==> config.mk <==
export PLATFORM = sky130hd
export DESIGN_NAME = hs_bus_amba_axi_burst_addr_gen
export DESIGN_NICKNAME = d
export VERILOG_FILES = /design/src/rtl/hs_bus_amba_axi_burst_addr_gen_pkg.sv /design/src/rtl/hs_bus_amba_axi_typedefs_pkg.sv /design/src/rtl/hs_bus_amba_axi_next_addr.sv /design/src/rtl/hs_bus_amba_axi_burst_addr_gen.sv
export SDC_FILE = /design/constraint.sdc
export NUM_CORES = 1
export LEC_CHECK = 0
export ABC_AREA = 1
export BUFFER_PORTS_ARGS = -buffer_cell sky130_fd_sc_hd__buf_4
export CAP_MARGIN = 15
export CORE_MARGIN = 5
export CORE_UTILIZATION = 45
export DETAILED_ROUTE_END_ITERATION = 7
export PLACE_DENSITY_LB_ADDON = 0.2
export SLEW_MARGIN = 20
export SYNTH_ARGS = -nofsm -noshare
export SYNTH_HDL_FRONTEND = slang
export SYNTH_SLANG_ARGS = --single-unit
==> constraint.sdc <==
create_clock -name clk -period 9.11 [get_ports clk]
set_clock_uncertainty 0.05 [all_clocks]
set_input_delay 1.3665 -clock clk [delete_from_list [all_inputs] [get_ports clk]]
set_output_delay 1.3665 -clock clk [all_outputs]
set_load 0.01 [all_outputs]
==> src/rtl/hs_bus_amba_axi_burst_addr_gen_pkg.sv <==
`default_nettype none
// ============================================================================
// Module   : hs_bus_amba_axi_burst_addr_gen_pkg
// Purpose  : Sequencer state encoding and WRAP length legality check.
// Revision : 1.0 - initial release
// ============================================================================
package hs_bus_amba_axi_burst_addr_gen_pkg;

    typedef enum logic [0:0] {
        IDLE = 1'b0,
        RUN  = 1'b1
    } axbag_state_e;

    // WRAP bursts are restricted to 2, 4, 8 or 16 beats.
    function automatic logic is_legal_wrap_len(input logic [31:0] len);
        return (len == 32'd1) || (len == 32'd3) || (len == 32'd7) || (len == 32'd15);
    endfunction

endpackage
`default_nettype wire

==> src/rtl/hs_bus_amba_axi_typedefs_pkg.sv <==
`default_nettype none
// ============================================================================
// Module   : hs_bus_amba_axi_typedefs_pkg
// Purpose  : Shared AMBA AXI encodings and bus-geometry helpers.
// Revision : 1.0 - initial release
// ============================================================================
package hs_bus_amba_axi_typedefs_pkg;

    typedef enum logic [1:0] {
        AxBURST_FIXED    = 2'b00,
        AxBURST_INCR     = 2'b01,
        AxBURST_WRAP     = 2'b10,
        AxBURST_RESERVED = 2'b11
    } axburst_e;

    // AxSIZE encoding of a full-width transfer on a bus of data_width bits.
    function automatic logic [2:0] get_axsize(input int data_width);
        logic [2:0] w_size;
        w_size = 3'd0;
        case (data_width)
            16:      w_size = 3'd1;
            32:      w_size = 3'd2;
            64:      w_size = 3'd3;
            128:     w_size = 3'd4;
            256:     w_size = 3'd5;
            512:     w_size = 3'd6;
            1024:    w_size = 3'd7;
            default: w_size = 3'd0;
        endcase
        return w_size;
    endfunction

endpackage
`default_nettype wire

==> src/rtl/hs_bus_amba_axi_next_addr.sv <==
`default_nettype none
// ============================================================================
// Module   : hs_bus_amba_axi_next_addr
// Purpose  : Combinational next-beat address and byte-lane range.
// Revision : 1.0 - initial release
// ============================================================================
module hs_bus_amba_axi_next_addr
    import hs_bus_amba_axi_typedefs_pkg::*;
#(
    parameter int ADDR_WIDTH = 32,
    parameter int DATA_WIDTH = 64,
    parameter int OFF_W      = 3
) (
    input  logic [ADDR_WIDTH-1:0] cur,
    input  logic [ADDR_WIDTH-1:0] aligned,
    input  logic [ADDR_WIDTH-1:0] lower,
    input  logic [ADDR_WIDTH-1:0] wsize,
    input  logic [2:0]            size,
    input  axburst_e              burst,
    output logic [ADDR_WIDTH-1:0] next_addr,
    output logic [OFF_W-1:0]      next_lane_lo,
    output logic [OFF_W-1:0]      next_lane_hi
);

    localparam logic [ADDR_WIDTH-1:0] c_LANE_MASK = ADDR_WIDTH'(DATA_WIDTH/8 - 1);

    logic [ADDR_WIDTH-1:0] w_bytes;
    logic [ADDR_WIDTH-1:0] w_size_mask;
    logic [ADDR_WIDTH-1:0] w_step;
    logic [ADDR_WIDTH-1:0] w_wrap_end;
    logic [ADDR_WIDTH-1:0] w_offset;

    assign w_bytes     = ADDR_WIDTH'(1) << size;
    assign w_size_mask = w_bytes - ADDR_WIDTH'(1);
    // WRAP start addresses are size-aligned, so aligned + bytes covers both INCR and WRAP.
    assign w_step      = aligned + w_bytes;
    assign w_wrap_end  = lower + wsize;

    always_comb begin
        next_addr = cur;
        case (burst)
            AxBURST_INCR: next_addr = w_step;
            AxBURST_WRAP: next_addr = (w_step == w_wrap_end) ? lower : w_step;
            default:      next_addr = cur;
        endcase
    end

    assign w_offset     = next_addr & c_LANE_MASK;
    assign next_lane_lo = OFF_W'(w_offset);
    assign next_lane_hi = OFF_W'((w_offset & ~w_size_mask) + w_size_mask);

endmodule
`default_nettype wire

==> src/rtl/hs_bus_amba_axi_burst_addr_gen.sv <==
`default_nettype none
// ============================================================================
// Module   : hs_bus_amba_axi_burst_addr_gen
// Purpose  : Expands one AXI AW/AR command into a registered per-beat stream.
// Revision : 1.0 - initial release
// ============================================================================
module hs_bus_amba_axi_burst_addr_gen
    import hs_bus_amba_axi_typedefs_pkg::*;
    import hs_bus_amba_axi_burst_addr_gen_pkg::*;
#(
    parameter int ADDR_WIDTH = 32,
    parameter int DATA_WIDTH = 64,
    parameter int LEN_WIDTH  = 8,
    localparam int c_OFF_W   = (get_axsize(DATA_WIDTH) == 3'd0) ? 1 : int'(get_axsize(DATA_WIDTH))
) (
    input  logic                  clk,
    input  logic                  rst,
    input  logic                  cmd_valid,
    output logic                  cmd_ready,
    input  logic [ADDR_WIDTH-1:0] cmd_addr,
    input  logic [LEN_WIDTH-1:0]  cmd_len,
    input  logic [2:0]            cmd_size,
    input  axburst_e              cmd_burst,
    output logic                  cmd_err,
    output logic                  beat_valid,
    input  logic                  beat_ready,
    output logic [ADDR_WIDTH-1:0] beat_addr,
    output logic [LEN_WIDTH-1:0]  beat_idx,
    output logic [c_OFF_W-1:0]    beat_lane_lo,
    output logic [c_OFF_W-1:0]    beat_lane_hi,
    output logic                  beat_last
);

    localparam logic [2:0]            c_MAX_SIZE  = get_axsize(DATA_WIDTH);
    localparam logic [ADDR_WIDTH-1:0] c_LANE_MASK = ADDR_WIDTH'(DATA_WIDTH/8 - 1);

    axbag_state_e          r_state;
    axbag_state_e          w_state_nxt;
    logic                  r_err;
    logic [ADDR_WIDTH-1:0] r_addr;
    logic [ADDR_WIDTH-1:0] r_lower;
    logic [ADDR_WIDTH-1:0] r_wsize;
    logic [LEN_WIDTH-1:0]  r_idx;
    logic [LEN_WIDTH-1:0]  r_len;
    logic [2:0]            r_size;
    axburst_e              r_burst;
    logic [c_OFF_W-1:0]    r_lane_lo;
    logic [c_OFF_W-1:0]    r_lane_hi;
    logic                  r_last;

    logic                  w_cmd_fire;
    logic                  w_beat_fire;
    logic                  w_cmd_illegal;
    logic [ADDR_WIDTH-1:0] w_cmd_mask;
    logic [ADDR_WIDTH-1:0] w_cmd_wsize;
    logic [ADDR_WIDTH-1:0] w_cmd_lower;
    logic [ADDR_WIDTH-1:0] w_cmd_offset;
    logic [c_OFF_W-1:0]    w_cmd_lane_lo;
    logic [c_OFF_W-1:0]    w_cmd_lane_hi;
    logic [ADDR_WIDTH-1:0] w_cur_aligned;
    logic [ADDR_WIDTH-1:0] w_next_addr;
    logic [c_OFF_W-1:0]    w_next_lane_lo;
    logic [c_OFF_W-1:0]    w_next_lane_hi;
    logic [LEN_WIDTH-1:0]  w_idx_nxt;

    assign cmd_ready   = (r_state == IDLE) && !rst;
    assign beat_valid  = (r_state == RUN);
    assign w_cmd_fire  = cmd_valid && cmd_ready;
    assign w_beat_fire = beat_valid && beat_ready;

    // Command decode: masks, wrap window and legality.
    assign w_cmd_mask  = (ADDR_WIDTH'(1) << cmd_size) - ADDR_WIDTH'(1);
    assign w_cmd_wsize = (ADDR_WIDTH'(cmd_len) + ADDR_WIDTH'(1)) << cmd_size;
    assign w_cmd_lower = cmd_addr & ~(w_cmd_wsize - ADDR_WIDTH'(1));

    assign w_cmd_illegal = (cmd_size > c_MAX_SIZE)
                        || (cmd_burst == AxBURST_RESERVED)
                        || ((cmd_burst == AxBURST_WRAP)
                            && (!is_legal_wrap_len(32'(cmd_len))
                                || ((cmd_addr & w_cmd_mask) != '0)));

    assign w_cmd_offset  = cmd_addr & c_LANE_MASK;
    assign w_cmd_lane_lo = c_OFF_W'(w_cmd_offset);
    assign w_cmd_lane_hi = c_OFF_W'((w_cmd_offset & ~w_cmd_mask) + w_cmd_mask);

    assign w_cur_aligned = r_addr & ~((ADDR_WIDTH'(1) << r_size) - ADDR_WIDTH'(1));
    assign w_idx_nxt     = r_idx + LEN_WIDTH'(1);

    hs_bus_amba_axi_next_addr #(
        .ADDR_WIDTH (ADDR_WIDTH),
        .DATA_WIDTH (DATA_WIDTH),
        .OFF_W      (c_OFF_W)
    ) u_next_addr (
        .cur          (r_addr),
        .aligned      (w_cur_aligned),
        .lower        (r_lower),
        .wsize        (r_wsize),
        .size         (r_size),
        .burst        (r_burst),
        .next_addr    (w_next_addr),
        .next_lane_lo (w_next_lane_lo),
        .next_lane_hi (w_next_lane_hi)
    );

    always_ff @(posedge clk) begin
        if (rst) begin
            r_state <= IDLE;
        end else begin
            r_state <= w_state_nxt;
        end
    end

    always_comb begin
        w_state_nxt = r_state;
        case (r_state)
            IDLE: begin
                if (w_cmd_fire && !w_cmd_illegal) begin
                    w_state_nxt = RUN;
                end
            end
            RUN: begin
                if (w_beat_fire && r_last) begin
                    w_state_nxt = IDLE;
                end
            end
            default: w_state_nxt = IDLE;
        endcase
    end

    always_ff @(posedge clk) begin
        if (rst) begin
            r_err     <= 1'b0;
            r_addr    <= '0;
            r_lower   <= '0;
            r_wsize   <= '0;
            r_idx     <= '0;
            r_len     <= '0;
            r_size    <= '0;
            r_burst   <= AxBURST_FIXED;
            r_lane_lo <= '0;
            r_lane_hi <= '0;
            r_last    <= 1'b0;
        end else begin
            r_err <= w_cmd_fire && w_cmd_illegal;
            if (w_cmd_fire && !w_cmd_illegal) begin
                r_addr    <= cmd_addr;
                r_lower   <= w_cmd_lower;
                r_wsize   <= w_cmd_wsize;
                r_idx     <= '0;
                r_len     <= cmd_len;
                r_size    <= cmd_size;
                r_burst   <= cmd_burst;
                r_lane_lo <= w_cmd_lane_lo;
                r_lane_hi <= w_cmd_lane_hi;
                r_last    <= (cmd_len == '0);
            end else if (w_beat_fire && !r_last) begin
                r_addr    <= w_next_addr;
                r_idx     <= w_idx_nxt;
                r_lane_lo <= w_next_lane_lo;
                r_lane_hi <= w_next_lane_hi;
                r_last    <= (w_idx_nxt == r_len);
            end
        end
    end

    assign cmd_err      = r_err;
    assign beat_addr    = r_addr;
    assign beat_idx     = r_idx;
    assign beat_lane_lo = r_lane_lo;
    assign beat_lane_hi = r_lane_hi;
    assign beat_last    = r_last;

endmodule
`default_nettype wire

==> results of run 1 <==
## where the power goes
part           internal [µW]  switching (µW)  leakage [µW]
registers                480            14.6      0.000867
logic                   83.1             172       0.00393
clock network            275             218      0.000174
## flip-flops by register name (all words and copies together), names as in the netlist, 2 cells and up
signal	count
beat_addr	32
r_lower	32
r_wsize	16
beat_idx	8
r_len	8
beat_lane_hi	3
r_size	3
r_burst	2
## worst max-delay path by stage
stage,endpoint,cells past startpoint
6_report,r_lower[16],16
5_1_grt,r_lower[6],18
4_1_cts,r_lower[16],16
3_5_place_dp,r_lower[12],16
3_3_place_gp,r_lower[0],16
2_1_floorplan,r_lower[15],20
## worst max-delay path: cells and delay by family
kind	cells	cell delay [ns]
adders and majority gates	1	0.19
AOI/OAI and AO/OA	4	0.54
buffers and inverters	5	1.55
and+or+nand+nor	6	1.34
## placed cells by master, fill, tap and decap left out, drive strengths merged, types with 9 or more instances in the layout
cell type	synthesis	final
ha	32	32
a31oi	19	19
xnor2	14	14
nor2	151	151
nor3	30	30
nand3	166	166
o21ai	121	121
xor2	40	40
dfxtp	107	107
nand3b	10	10
buf	17	105
o22ai	53	53
or2	13	13
inv	270	271
clkbuf	32	9
nand4	40	40
nand2	419	419
a21oi	82	82
## routing by layer
metal,track usage [%],vias to the layer above
met2,45.2,649
met4,7.50,0
li1,-,5589
met5,0,-
met3,8.80,61
met1,49.8,5258
## per-stage QoR
step                utilization, %  instance area (µm²)  setup slack (ns)  std cells
global route                  52.1                11000              3.91       2011
finish                        52.1                11000              4.30       2011
CTS                           52.1                11000              4.39       2011
detailed placement            50.4                10700              4.06       1995
floorplan                        -                 9750              5.23       1664
global placement              50.4                10700              4.09       1995
## layout make-up
type	count	share of cell area [%]
tap	275	3.12
multi-input combinational	1236	57.8
clock inverter	7	1.23
sequential	107	19.4
clock buffer	9	2.04
timing repair buffer	105	7.15
inverter	272	9.28
## cell families (layout without fill, tap and decap cells)
group | count (synthesis) | in the layout | synth area share [%]
AND/OR/NAND/NOR | 844 | 844 | 38.2
buffers and inverters | 321 | 393 | 12.8
AO/OA/AOI/OAI | 301 | 301 | 17.5
flip-flops | 107 | 107 | 22.0
XOR/XNOR | 54 | 54 | 4.93
adder cells (fa/ha/maj) | 33 | 33 | 4.32
multiplexers | 2 | 2 | 0.206
other | 1 | 2 | 0.0385
==> qor.csv, run 1 <==
metric;value;unit
grt_use_total;32.6;%
fp.dieW;157;µm
syn_inst;1663;
synthFlopType;dfxtp_1;
drtAntennaViolNets;0;
hold_path.class;reg -> reg;
hp-start;r_wsize[13];
critical_path.max_stage_delay;0.75;ns
dp_hpwl;32800;µm
setup-tns-final;0;ns
start_util;46.1;%
synth_edf_count;0;
setup_viol;0;
synth_top_cell_area_share;22.0;%
ys_seq_elements;107;
slowest_stage;nand2_1;
layout_min_cycle_time;4.81;ns
min_delay_path_depth;2;
powerDensity;113;nW/µm²
hold_path_end;r_wsize[13];
post-route-period-util;52.8;%
synth_area_per_cell;5.86;µm²
via_per_inst;5.75;
antenna_found_initial;0;
ctsLongestPathBuffers;2;
dr.max_layer_used;met4;
die_area;24700;µm²
rsz0062_at_grt;no;
r2r_start;r_size[0];
grt_pass1_wl;61400;µm
crit_fanout;57;
post-synth-top-count-cell;nand2_1;
wl_met2;15900;µm
area_delta_synth_final;13.2;%
synthArstFlopShare;0;%
cts_setup_buffers;0;
nFillCells;2303;
cts_tree;yes;
ys.warnings.count;0;
path_clk_slew;0.08;ns
chipHeight;157;µm
multi_input_area;6370;µm²
nNetsFinal;1813;
slew_headroom;23.9;%
path_class;in -> reg;
gr-total-overflow;0;
cts-root-buf;clkbuf_16;
place.gp.congestion;1.02;
vias;11600;
holdWs;0.387;ns
tightest_slew;1.14;ns
wirelength;40600;µm
crit_path_cell_trace;buf_4 -> inv_1 -> nand2_1 -> ha_1 -> inv_1 -> nor2_1 -> o21ai_0 -> o21ai_0 -> o311ai_0 -> nand4_1 -> nand2_1 -> nand4_1 -> buf_4 -> nand2_1 -> buf_4 -> o21ai_0;
synth_area;9740;µm²
synth_area_leader_cell;dfxtp_1;
maxCapViolations;0;
register_area;2140;µm²
worstSkewPairLatency;0.37;ns
drc;0;
rr_worst_depth;24;
rows;53;
clock.fmax;0.208;GHz
leakagePower;0.00498;µW
power;1240;µW
synth_commonest_cells;nand2_1 (401), inv_1 (260), nand3_1 (160), nor2_1 (147), dfxtp_1 (107);
drv_slew;0;
io_pins;99;
reg2reg_slack;4.34;ns
arrival;5.04;ns
grt_max_degree;58;
htree_levels;3;
ctsResizeCount;0;
num_antenna_cells;0;
avgRoutedWirePerCell;20.2;µm
drive_gt1_share;10.5;%
cts_hold_buf;0;
startpoint_type;input port;
timing.rr.end;beat_addr[22];
ys_seq_area_share;22.0;%
dr_wl_met3;5250;µm
design.core.area;21200;µm²
hold_violations;0;
crit_path_end_kind;register;
firstDrtPassIters;7;
synth_area_leaders;dfxtp_1 (22%), nand2_1 (15%), inv_1 (10%), nand3_1 (8.2%), nor2_1 (5.7%);
outcome;finished clean;
wl_met1;18500;µm
ir_drop;82.9;µV
port_buffers;98;
drt_iter0_drc;1452;
cp-startpoint;cmd_size[2];
ys_types;58;
clock_sinks;107;
cts_made_buffers;9;
cp.required;9.33;ns
grt_pass1_vias;10500;
No activity file was read; power rests on OpenSTA's default activity.
==> run 2: changes to the inputs <==
==> constraint.sdc (replaced) <==
create_clock -name clk -period 4.55 [get_ports clk]
set_clock_uncertainty 0.05 [all_clocks]
set_input_delay 0.6825 -clock clk [delete_from_list [all_inputs] [get_ports clk]]
set_output_delay 0.6825 -clock clk [all_outputs]
set_load 0.01 [all_outputs]
==> qor.csv, run 2 (synthesized netlist as in run 1, its figures left out) <==
metric;value;unit
outcome;finished clean;
most-common-layout-cells;nand2_1 (400), inv_1 (260), nand3_1 (159), nor2_1 (147), buf_4 (113);
ir_drop;157;µV
worstSkewPairLatency;0.37;ns
hold_violations;0;
leakagePower;0.00502;µW
gr-total-overflow;0;
r2r_start;beat_addr[11];
placed_cell_area;10800;µm²
cts-root-buf;clkbuf_16;
port_buffers;98;
arrival;4.36;ns
final_common_cell;nand2_1;
grt_use_total;31.3;%
slew_headroom;42.9;%
endpoint;beat_addr[28];
place.gp.congestion;1.02;
stdcell_area;11100;µm²
tightest_slew;0.855;ns
path_clk_slew;0.09;ns
design.core.area;21200;µm²
dpl.cell_count;2005;
cts_made_buffers;9;
hold_path.class;reg -> reg;
critical_path.max_stage_delay;0.72;ns
cts_setup_buffers;0;
htree_levels;3;
nNetsFinal;1823;
setup-tns-final;0;ns
layout_min_cycle_time;4.17;ns
holdWs;0.392;ns
post_layout_nonfiller_instances;2021;
cp-startpoint;beat_addr[11];
via_per_inst;5.72;
path_common_cell;nand2_1;
start_util;46.1;%
grt_pass1_vias;10600;
vias;11600;
area_delta_synth_final;14.1;%
grt_max_degree;55;
io_pins;99;
crit_path_cell_trace;inv_1 -> nor4_1 -> nand2_1 -> nor4_1 -> nand2_1 -> nand2_1 -> nand2_1 -> nand2_1 -> nand4_1 -> or2_0 -> nor2_1 -> nand3_1 -> o21ai_1 -> nand2_1 -> a21oi_1 -> nor2_1;
drv_slew;0;
clock.fmax;0.240;GHz
crit_fanout;6;
num_antenna_cells;0;
rsz0062_at_grt;no;
dp_hpwl;31600;µm
drive_gt1_share;11.2;%
ctsLongestPathBuffers;2;
fp.dieW;157;µm
rr_worst_depth;16;
nFillCells;2288;
rows;53;
path_class;reg -> reg;
powerDensity;213;nW/µm²
drc;0;
avgRoutedWirePerCell;19.2;µm
maxCapViolations;0;
post-route-period-util;91.6;%
drtAntennaViolNets;0;
die_area;24700;µm²
grt_pass1_wl;59800;µm
drt_iter0_drc;1375;
cp.required;4.74;ns
timing.rr.end;beat_addr[28];
firstDrtPassIters;6;
chipHeight;157;µm
antenna_found_initial;1;
wirelength;38700;µm
startpoint_type;register;
slowest_stage;nor4_1;
crit_path_end_kind;register;
cts_tree;yes;
reg2reg_slack;0.38;ns
setup_viol;0;
clock_sinks;107;
==> run 2: changes by cell type in the layout (fill, tap and decap cells not counted), moves of 2 or more <==
| cell | previous run | this run |
|---|---|---|
| buf_12 | 0 | 2 |
| buf_4 | 105 | 113 |
| bufinv_16 | 3 | 1 |
| nor2_2 | 5 | 3 |
==> run 2: worst max-delay path: cells and delay by family (launching register included) <==
family	cells	cell delay, ns
AO/OA/AOI/OAI	2	0.62
buffers and inverters	1	0.14
flip-flops	1	0.42
AND/OR/NAND/NOR	13	2.82
==> run 2: area by class of cell <==
type,instances,area [µm²],share of cell area [%]
clock buffer,10,239,2.15
sequential,107,2140,19.3
multi-input combinational,1236,6390,57.5
tap,275,344,3.10
timing repair buffer,115,888,8.00
inverter,272,1020,9.21
clock inverter,6,82.6,0.743
==> run 2: worst min-delay path by stage <==
stage / start / endpoint / slack [ns] / depth (start not counted)
2_1_floorplan: r_wsize[12] / r_wsize[12] / 0.36 / 2
3_3_place_gp: r_wsize[15] / r_wsize[15] / 0.38 / 2
3_5_place_dp: r_wsize[15] / r_wsize[15] / 0.38 / 2
4_1_cts: r_wsize[15] / r_wsize[15] / 0.39 / 2
5_1_grt: r_wsize[13] / r_wsize[13] / 0.41 / 2
6_report: r_wsize[12] / r_wsize[12] / 0.39 / 2
==> run 2: routing by layer <==
layer,GRT usage (%),up-vias,wire (µm)
li1,-,5635,-
met1,47.1,5306,17700
met2,45.9,584,16000
met3,6.19,42,4370
met4,7.21,0,687
met5,0,-,0
==> run 2: stage by stage <==
step	utilization, %	setup WS [ns]	power (µW)
after floorplan	-	1.10	1310
after global placement	50.9	0.477	1490
after detailed placement	50.9	0.405	1490
after CTS	52.4	0.437	2360
after global routing	52.5	0.0167	2480
final	52.5	0.383	2370
==> run 2: repair_timing <==
| item | in CTS | in global routing |
|---|---|---|
| hold buffers | 0 | 0 |
| hold endpoints to repair | 0 | 0 |
| setup endpoints to repair | 0 | 21 |
| resized for setup | 0 | 5 |
==> run 2: power breakdown <==
group	total (µW)	internal [µW]	leakage, µW	switching [µW]
Sequential	988	962	0.000868	26.1
Clock	881	455	0.000154	426
Combinational	498	170	0.00400	328
